File: src/rtl/axi_slave_pkg.sv
// Shared AXI slave definitions: burst and response codes plus the read FSM encoding.
package axi_slave_pkg;

  localparam logic [1:0] AXI_BURST_FIXED = 2'd0;
  localparam logic [1:0] AXI_BURST_INCR  = 2'd1;
  localparam logic [1:0] AXI_BURST_WRAP  = 2'd2;

  localparam logic [1:0] AXI_RESP_OKAY   = 2'd0;
  localparam logic [1:0] AXI_RESP_SLVERR = 2'd2;

  typedef enum logic [1:0] {
    RD_IDLE,
    RD_ISSUE,
    RD_DRAIN
  } rd_state_t;

endpackage

File: src/rtl/axi_slave_rd_buf.sv
// Two-entry R-channel skid FIFO; the head entry is a register that drives the R outputs directly.
module axi_slave_rd_buf #(
  parameter int DATA_WIDTH = 64
) (
  input  logic                  clk,
  input  logic                  rst,
  input  logic                  push,
  input  logic [DATA_WIDTH-1:0] push_data,
  input  logic [1:0]            push_resp,
  input  logic                  push_last,
  input  logic                  pop,
  output logic [1:0]            count,
  output logic                  full,
  output logic                  empty,
  output logic [DATA_WIDTH-1:0] head_data,
  output logic [1:0]            head_resp,
  output logic                  head_last
);

  typedef struct packed {
    logic [DATA_WIDTH-1:0] data;
    logic [1:0]            resp;
    logic                  last;
  } entry_t;

  entry_t head, tail, din;

  assign din = {push_data, push_resp, push_last};

  // Head always holds the oldest beat; a pop shifts the tail forward so outputs stay registered.
  always_ff @(posedge clk) begin
    if (rst) begin
      head  <= '0;
      tail  <= '0;
      count <= 2'd0;
    end else begin
      case ({push, pop})
        2'b10: begin
          if (count == 2'd0) head <= din;
          else               tail <= din;
          count <= count + 2'd1;
        end
        2'b01: begin
          head  <= tail;
          tail  <= '0;
          count <= count - 2'd1;
        end
        2'b11: begin
          if (count == 2'd1) begin
            head <= din;
          end else begin
            head <= tail;
            tail <= din;
          end
        end
        default: ;
      endcase
    end
  end

  assign full      = (count == 2'd2);
  assign empty     = (count == 2'd0);
  assign head_data = head.data;
  assign head_resp = head.resp;
  assign head_last = head.last;

endmodule

File: src/rtl/axi_slave_rd_ctrl.sv
// AXI4 read engine: expands one AR burst into single-word memory reads and returns beats on R.
module axi_slave_rd_ctrl
  import axi_slave_pkg::*;
#(
  parameter int DATA_WIDTH = 64,
  parameter int ADDR_WIDTH = 8,
  parameter int ID_WIDTH   = 4
) (
  input  logic                  clk,
  input  logic                  rst,
  input  logic                  arvalid,
  output logic                  arready,
  input  logic [ADDR_WIDTH-1:0] araddr,
  input  logic [7:0]            arlen,
  input  logic [2:0]            arsize,
  input  logic [1:0]            arburst,
  input  logic [ID_WIDTH-1:0]   arid,
  output logic                  rvalid,
  input  logic                  rready,
  output logic [DATA_WIDTH-1:0] rdata,
  output logic [1:0]            rresp,
  output logic                  rlast,
  output logic [ID_WIDTH-1:0]   rid,
  input  logic [DATA_WIDTH-1:0] dat_rd,
  output logic [ADDR_WIDTH-1:0] add_rd,
  output logic                  oen
);

  localparam int BYTE_SHIFT = $clog2(DATA_WIDTH / 8);
  localparam logic [ADDR_WIDTH-1:0] STEP      = ADDR_WIDTH'(1) << BYTE_SHIFT;
  localparam logic [ADDR_WIDTH-1:0] BYTE_MASK = STEP - ADDR_WIDTH'(1);

  rd_state_t             state, state_n;
  logic [ADDR_WIDTH-1:0] cur_addr, wrap_mask, next_addr, ar_wrap_mask;
  logic [7:0]            len, beat;
  logic [1:0]            burst;
  logic [ID_WIDTH-1:0]   id_q;
  logic                  err, ar_err, ar_hs, ar_en;
  logic                  issue, issued_d, last_d, credit_ok, pop;
  logic [1:0]            buf_count;
  logic                  buf_full, buf_empty;

  assign arready = (state == RD_IDLE) && ar_en;
  assign ar_hs   = arvalid && arready;
  assign pop     = rvalid && rready;

  assign ar_wrap_mask = ((ADDR_WIDTH'(arlen) + ADDR_WIDTH'(1)) << BYTE_SHIFT) - ADDR_WIDTH'(1);
  assign ar_err = (arsize != 3'(BYTE_SHIFT)) || (arburst == 2'd3) ||
                  ((arburst == AXI_BURST_WRAP) &&
                   (!(arlen == 8'd1 || arlen == 8'd3 || arlen == 8'd7 || arlen == 8'd15) ||
                    ((araddr & BYTE_MASK) != '0)));

  // A read in flight counts as occupied so its data always has a slot waiting one cycle later.
  assign credit_ok = (3'(buf_count) + 3'(issued_d)) < (3'd2 + 3'(pop));

  always_comb begin
    next_addr = cur_addr + STEP;
    case (burst)
      AXI_BURST_FIXED: next_addr = cur_addr;
      AXI_BURST_INCR:  next_addr = cur_addr + STEP;
      AXI_BURST_WRAP:  next_addr = (cur_addr & ~wrap_mask) | ((cur_addr + STEP) & wrap_mask);
      default:         next_addr = cur_addr + STEP;
    endcase
  end

  always_ff @(posedge clk) begin
    if (rst) state <= RD_IDLE;
    else     state <= state_n;
  end

  always_comb begin
    state_n = state;
    issue   = 1'b0;
    case (state)
      RD_IDLE:  if (ar_hs) state_n = RD_ISSUE;
      RD_ISSUE: begin
        if (credit_ok) begin
          issue = 1'b1;
          if (beat == len) state_n = RD_DRAIN;
        end
      end
      RD_DRAIN: if (pop && rlast) state_n = RD_IDLE;
      default:  state_n = RD_IDLE;
    endcase
  end

  // ar_en keeps arready low for the first cycle out of reset.
  always_ff @(posedge clk) begin
    if (rst) begin
      cur_addr  <= '0;
      wrap_mask <= '0;
      len       <= 8'd0;
      beat      <= 8'd0;
      burst     <= AXI_BURST_FIXED;
      err       <= 1'b0;
      id_q      <= '0;
      issued_d  <= 1'b0;
      last_d    <= 1'b0;
      ar_en     <= 1'b0;
    end else begin
      ar_en    <= 1'b1;
      issued_d <= issue;
      last_d   <= issue && (beat == len);
      if (ar_hs) begin
        cur_addr  <= araddr;
        wrap_mask <= ar_wrap_mask;
        len       <= arlen;
        beat      <= 8'd0;
        burst     <= arburst;
        err       <= ar_err;
        id_q      <= arid;
      end else if (issue) begin
        cur_addr <= next_addr;
        beat     <= beat + 8'd1;
      end
    end
  end

  assign oen    = issue && !err;
  assign add_rd = cur_addr >> BYTE_SHIFT;
  assign rid    = id_q;
  assign rvalid = !buf_empty;

  axi_slave_rd_buf #(.DATA_WIDTH(DATA_WIDTH)) u_buf (
    .clk       (clk),
    .rst       (rst),
    .push      (issued_d),
    .push_data (err ? '0 : dat_rd),
    .push_resp (err ? AXI_RESP_SLVERR : AXI_RESP_OKAY),
    .push_last (last_d),
    .pop       (pop),
    .count     (buf_count),
    .full      (buf_full),
    .empty     (buf_empty),
    .head_data (rdata),
    .head_resp (rresp),
    .head_last (rlast)
  );

  assert property (@(posedge clk) disable iff (rst) !(buf_full && issued_d && !pop));

endmodule
File: config.mk
export PLATFORM = sky130hd
export DESIGN_NAME = axi_slave_rd_ctrl
export DESIGN_NICKNAME = d
export VERILOG_FILES = /design/src/rtl/axi_slave_pkg.sv /design/src/rtl/axi_slave_rd_buf.sv /design/src/rtl/axi_slave_rd_ctrl.sv
export SDC_FILE = /design/constraint.sdc
export NUM_CORES = 1
export LEC_CHECK = 0
export BUFFER_PORTS_ARGS = -buffer_cell sky130_fd_sc_hd__buf_2
export CORE_ASPECT_RATIO = 0.7
export CORE_MARGIN = 8
export CORE_UTILIZATION = 53
export DETAILED_ROUTE_END_ITERATION = 12
export HOLD_SLACK_MARGIN = 0.02
export PLACE_DENSITY = 0.79
export SYNTH_ARGS = -nofsm -noshare
export SYNTH_HDL_FRONTEND = slang
export SYNTH_SLANG_ARGS = --single-unit
export TNS_END_PERCENT = 5
File: constraint.sdc
create_clock -name clk -period 2.75 [get_ports clk]
set_input_delay 0.1375 -clock clk [delete_from_list [all_inputs] [get_ports clk]]
set_output_delay 0.1375 -clock clk [all_outputs]
set_load 0.02 [all_outputs]
Yosys cells after proc, flatten, opt, wreduce, memory -nomap -nowiden. Index checks and enable logic that the tools add are counted.

Add/sub/neg operators: 8. $lt $le $gt $ge: 1. Equality and inequality tests: 23. Muxes and demuxes: 20. Bitwise gates (word level): 4. Reductions and logical operators: 28.

Operators with widths (number): $pmux 67 s3 (2); $mux 67 (4); $mux 64 (1); $and 8x8->8 (2); $mux 8 (2); $ne 2x2->1 const B (8); $pmux 8 s2 (1); $eq 2x2->1 const B (6); $mux 2 (5); $add 8x1->8 const B (1); $add 8x4->8 const B (1); $eq 8x1->1 const B (1); $eq 8x2->1 const B (1); $eq 8x3->1 const B (1); $eq 8x4->1 const B (1); $eq 8x8->1 (1); $not 8->8 (1); $or 8x8->8 (1); $reduce_bool 8->1 (1); $sub 8x1->8 const B (1); $logic_and 1x1->1 (7); $eq 2x1->1 const B (3); $logic_not 2->1 (3); $logic_or 1x1->1 (6); 17 further kinds (23).

Flip-flop bits (word level): 180.

Longest topological paths before layout.
Depth after elaboration: 9. Mapped depth: 13.

Hierarchy. Synthesis repeated with hierarchy kept, for this count alone.

Cells, all modules: 1028. Area total of the unflattened synthesis: 8597.0 um^2.

By module, submodules not included: axi_slave_rd_buf (times used 1, cells an instance 720, area each 6224.7 um^2); axi_slave_rd_ctrl (times used 1, cells an instance 308, area each 2372.3 um^2).

Worst setup path after synthesis. No wires, ideal clock.

Path type: register to register. From: register u_buf.count[0]. To: register u_buf.tail[27] in the netlist's numbering. Arrival: 2.375 ns. Slack: 0.305 ns. Cell stages (with the launch flop): 13. Path buffers: 2. Path through: dfxtp_1 inv_1 ha_1 inv_1 nand2_1 inv_1 ha_1 nor2b_1 a221oi_1 buf_2 buf_2 nand3_1 a21oi_1.

Longest elaborated chain between the ends: 6. Elaborated cells between the ends (all ways): 12. Those cells by class: 6 x eq/ne; 1 x mux; 5 x reduce/logical.

RTL lines: start: declaration (line axi_slave_rd_buf.sv:12) `output logic [1:0] count,`; start signal: assignment (line axi_slave_rd_buf.sv:41) `count <= count + 2'd1;`; start signal: assignment (line axi_slave_rd_buf.sv:46) `count <= count - 2'd1;`; $logic_not 2->1 (*) (line axi_slave_rd_buf.sv:62) `assign empty = (count == 2'd0);`; $logic_not 1->1 (*) (line axi_slave_rd_ctrl.sv:122) `assign rvalid = !buf_empty;`; via rvalid (line axi_slave_rd_ctrl.sv:18) `output logic rvalid,`; $logic_and 1x1->1 (*) (line axi_slave_rd_ctrl.sv:45) `assign pop = rvalid && rready;`; $eq 2x2->1 / $eq 2x1->1 (equally long branches) (line axi_slave_rd_buf.sv:37) `case ({push, pop})`; $ne 2x2->1 (no line) / $reduce_bool 3->1 (equally long branches); $reduce_and 3->1 (no line); end signal: assignment (line axi_slave_rd_buf.sv:40) `else tail <= din;`; end signal: assignment (line axi_slave_rd_buf.sv:53) `tail <= din;`; end: declaration (line axi_slave_rd_buf.sv:26) `entry_t head, tail, din;`.

The timed path passes the listed nets; every way through them passes the cells marked *. A chain may end at the register's enable or synchronous reset.

Final worst setup path.
From: register u_buf.count[0]. To: register u_buf.head, in the netlist u_buf.head_data[13].

Longest elaborated chain between the ends: 6. Elaborated cells between the ends (all ways): 12. Those cells by class: 5 x eq/ne; 2 x mux; 5 x reduce/logical.

RTL lines: $logic_not 2->1 (line axi_slave_rd_buf.sv:39, axi_slave_rd_buf.sv:62); $logic_not 1->1 (line axi_slave_rd_ctrl.sv:122); $logic_and 1x1->1 (line axi_slave_rd_ctrl.sv:45); $eq 2x2->1 / $eq 2x1->1 (equally long branches) (line axi_slave_rd_buf.sv:37); $ne 2x2->1 (no line) / $reduce_bool 3->1 (equally long branches); $reduce_and 2->1 (no line); end signal: assignment (line axi_slave_rd_buf.sv:39) `if (count == 2'd0) head <= din;`; end signal: assignment (line axi_slave_rd_buf.sv:44) `head <= tail;`; end signal: assignment (line axi_slave_rd_buf.sv:50) `head <= din;`; end: declaration (line axi_slave_rd_buf.sv:26).

Parallel ways exist; a longest one is shown, timed or not.

==> metrics <==
Post-Syn Area=0.00713 sq mm; area fraction in compound gates after synthesis=0.181; post-DR vias/cell=slightly below 6; max-cap violations=0; Yosys warning total=0; global-route usage over all layers=0.240; area grow syn2layout=34.6%; TritonCTS clock tree=yes; WP data arrival=slightly below 3 ns; filler cell count=959; total power=9.71 mW; Die Y=113 um; Synth Area in Simple Gates=0.235; Post-Synth XOR/XNOR Area=0.0283; Die Width=155 um; P_leak=3.93 nW; First-pass DRT Iterations=7; Ports=175; Final Instance Count excl. Fillers=1250; core box area=0.0131 sq mm; clock power share=0.247; final max-slew violation count=0; VDD IR max=0.658 mV; root buffer cell=clkbuf_16; P_sw=around 3.9 mW; Crit. End Element=register; syn_area_per_cell=8.24 sq um; DR vias=7288; Final Skew=0.0117 ns; commonest cells after routing, fill and taps aside=dfxtp_1, buf_2, nand2_1, a21oi_1, nor2_1; commonest non-fill, non-tap cell in the layout=dfxtp_1; placed insts=1137; Sw Share=0.402; top post-synthesis cells by area=dfxtp_1, a221oi_1, a21oi_1, nand2_1, nand3_1; initial antenna violation count=0; CTS H-tree lvls=4; largest net degree at the start of global routing=96; Synth top area share=0.480; wire length per cell=18.2 um; clock buffer count from CTS=17; clk sinks=~170; Fin Setup TNS=0 ns; row cnt=35; logic gate share of total power=0.395; PD cells=1010 mW/mm^2; Yosys reg bits=between 150 and 200; adder-cell share of the synthesized area=0.0211; RSZ-0062 raised after global routing=no; Period minus WS final=2.57 ns; Internal=5.81 mW; dominant cell type by area after synthesis=dfxtp_1; largest family of logic cells by synthesized area=simple AND/OR/NAND/NOR gates; Reg area=0.00342 sq mm; sequential power share=0.357; critical path class=reg -> reg; Final Setup Violations=0; Initial Utilization=0.543; total grt overflow=0; CP Launch Type=register; CP max FO=8; fin crit share=0.933; Worst-path clk slew=~0.070 ns; FMAX=0.390 GHz; Final ANT Viol Nets=0; area of the multi-input gates=approximately 0.0034 sq mm; IO buf count=between 150 and 200; R2R setup slack=0.18 ns; worst slew pin tran=1.06 ns; CTS max path bufs=2; die area=0.0175 sq mm; first-pass GRT wire length=35200 um; Hold Crit Class=in -> reg; final core utilization=0.730; vias in the first global route=6951; clk_lat worst skew=0.42 ns; Min Hold Slack=0.0344 ns; initial drt markers=roughly 810; Final Hold Violating Endpoints=0; Slew Limit Headroom=0.293; remaining routing DRC violations=0; number of diodes=0; register area share after synthesis=0.480; mux cell area share after synthesis=0; Critical Path RT=3.09 ns; Post-Syn Instances=865; GPL Wtd Cong=0.855; DPL Wire Length=12900 um; Final Net Count=1177; Distinct cells, synth=41; status=completed; layout cells sized above 1=0.220; total wire length=~23000 um
-- metal layers --
metal / GRT usage / routed length (um) / vias up
li1: - / - / 3474
met1: 0.322 / 9990 / 3414
met2: 0.376 / 10300 / 368
met3: 0.0567 / 2090 / 32
met4: 0.0716 / 327 / 0
met5: 0 / 0 / -
-- worst max-delay path: stages, from the launching register on --
cell	delay, ns
dfxtp_1	0.40
inv_1	0.07
ha_1	0.21
inv_1	0.15
nand2_2	0.12
inv_2	0.12
ha_2	0.27
nand2_1	0.11
o21ai_1	0.16
nor2b_4	0.26
buf_12	0.15
buf_6	0.18
a221oi_1	0.10
nor3_1	0.22
-- power by group through the flow --
stage	combinational (mW)	sequential [mW]	clock, mW
4_1_cts	3.60	3.45	2.42
2_1_floorplan	1.86	3.91	0
5_1_grt	4.17	3.53	2.53
3_3_place_gp	3.44	3.49	0
6_report	3.84	3.47	2.40
3_5_place_dp	3.49	3.49	0
-- what timing repair did --
item                                    in CTS  in global routing
endpoints found under the setup margin       0                117
buffers inserted                             0                  1
gates resized for setup                      0                  7
hold buffers                                75                  1
hold endpoints to repair                    75                  1
-- cell usage after synthesis --
cell,count
o221ai_1,1
buf_6,1
a21oi_1,97
nor4_1,4
nand2_1,117
conb_1,1
a211o_1,1
nor4b_1,1
o21ai_0,9
ha_1,12
a41oi_1,2
a311oi_1,1
a21o_1,2
buf_1,3
a21bo_4,1
nor4bb_1,1
a41o_1,1
a221oi_1,67
nor3_1,69
nor2_1,89
and3_1,4
a211oi_1,7
a21boi_2,1
o211ai_1,2
nand3b_1,3
xor2_1,14
o32a_1,1
nand3_1,70
or3b_4,1
nor3b_2,1
nand4_1,3
nor3b_1,2
clkbuf_1,59
nor2b_1,6
xnor2_1,9
buf_4,4
inv_1,10
or3_1,1
buf_2,15
nor3_2,1
dfxtp_1,171
-- worst paths after layout --
path             startpoint                   to  depth (start not counted)
max          u_buf.count[0]  u_buf.head_data[13]                         13
min              dat_rd[41]       u_buf.tail[44]                          3
max reg2reg  u_buf.count[0]  u_buf.head_data[13]                         13
min reg2reg  u_buf.tail[50]       u_buf.tail[50]                          2
-- kinds of logic after synthesis --
group / after synthesis
AND/OR/NAND/NOR: 373
AO/OA/AOI/OAI: 193
flip-flops: 171
buffers and inverters: 92
XOR/XNOR: 23
adder cells (fa/ha/maj): 12
other: 1
-- state kept, by name, indices dropped and copies added, names as in the netlist, 4 cells and up, named ones only --
signal / cells
len: 7
wrap_mask: 5
rid: 4
beat: 8
u_buf.head_data: 64
u_buf.tail: 66
-- area by class of cell --
class / instances / share of cell area
repair buffers: 267 / 0.200
flip-flops and latches: 171 / 0.357
clock inverters: 13 / 0.0162
multi-input cells: 605 / 0.356
clock buffers: 18 / 0.0447
well taps: 166 / 0.0217
inverters: 10 / 0.00391
-- metrics by stage --
stage	setup slack (ns)	cell area, sq um
2_1_floorplan	0.305	7140
3_3_place_gp	0.201	8130
3_5_place_dp	0.0549	8130
4_1_cts	0.00983	9460
5_1_grt	0.0391	9590
6_report	0.183	9590
Note: power is estimated with default switching activity, not from simulation.
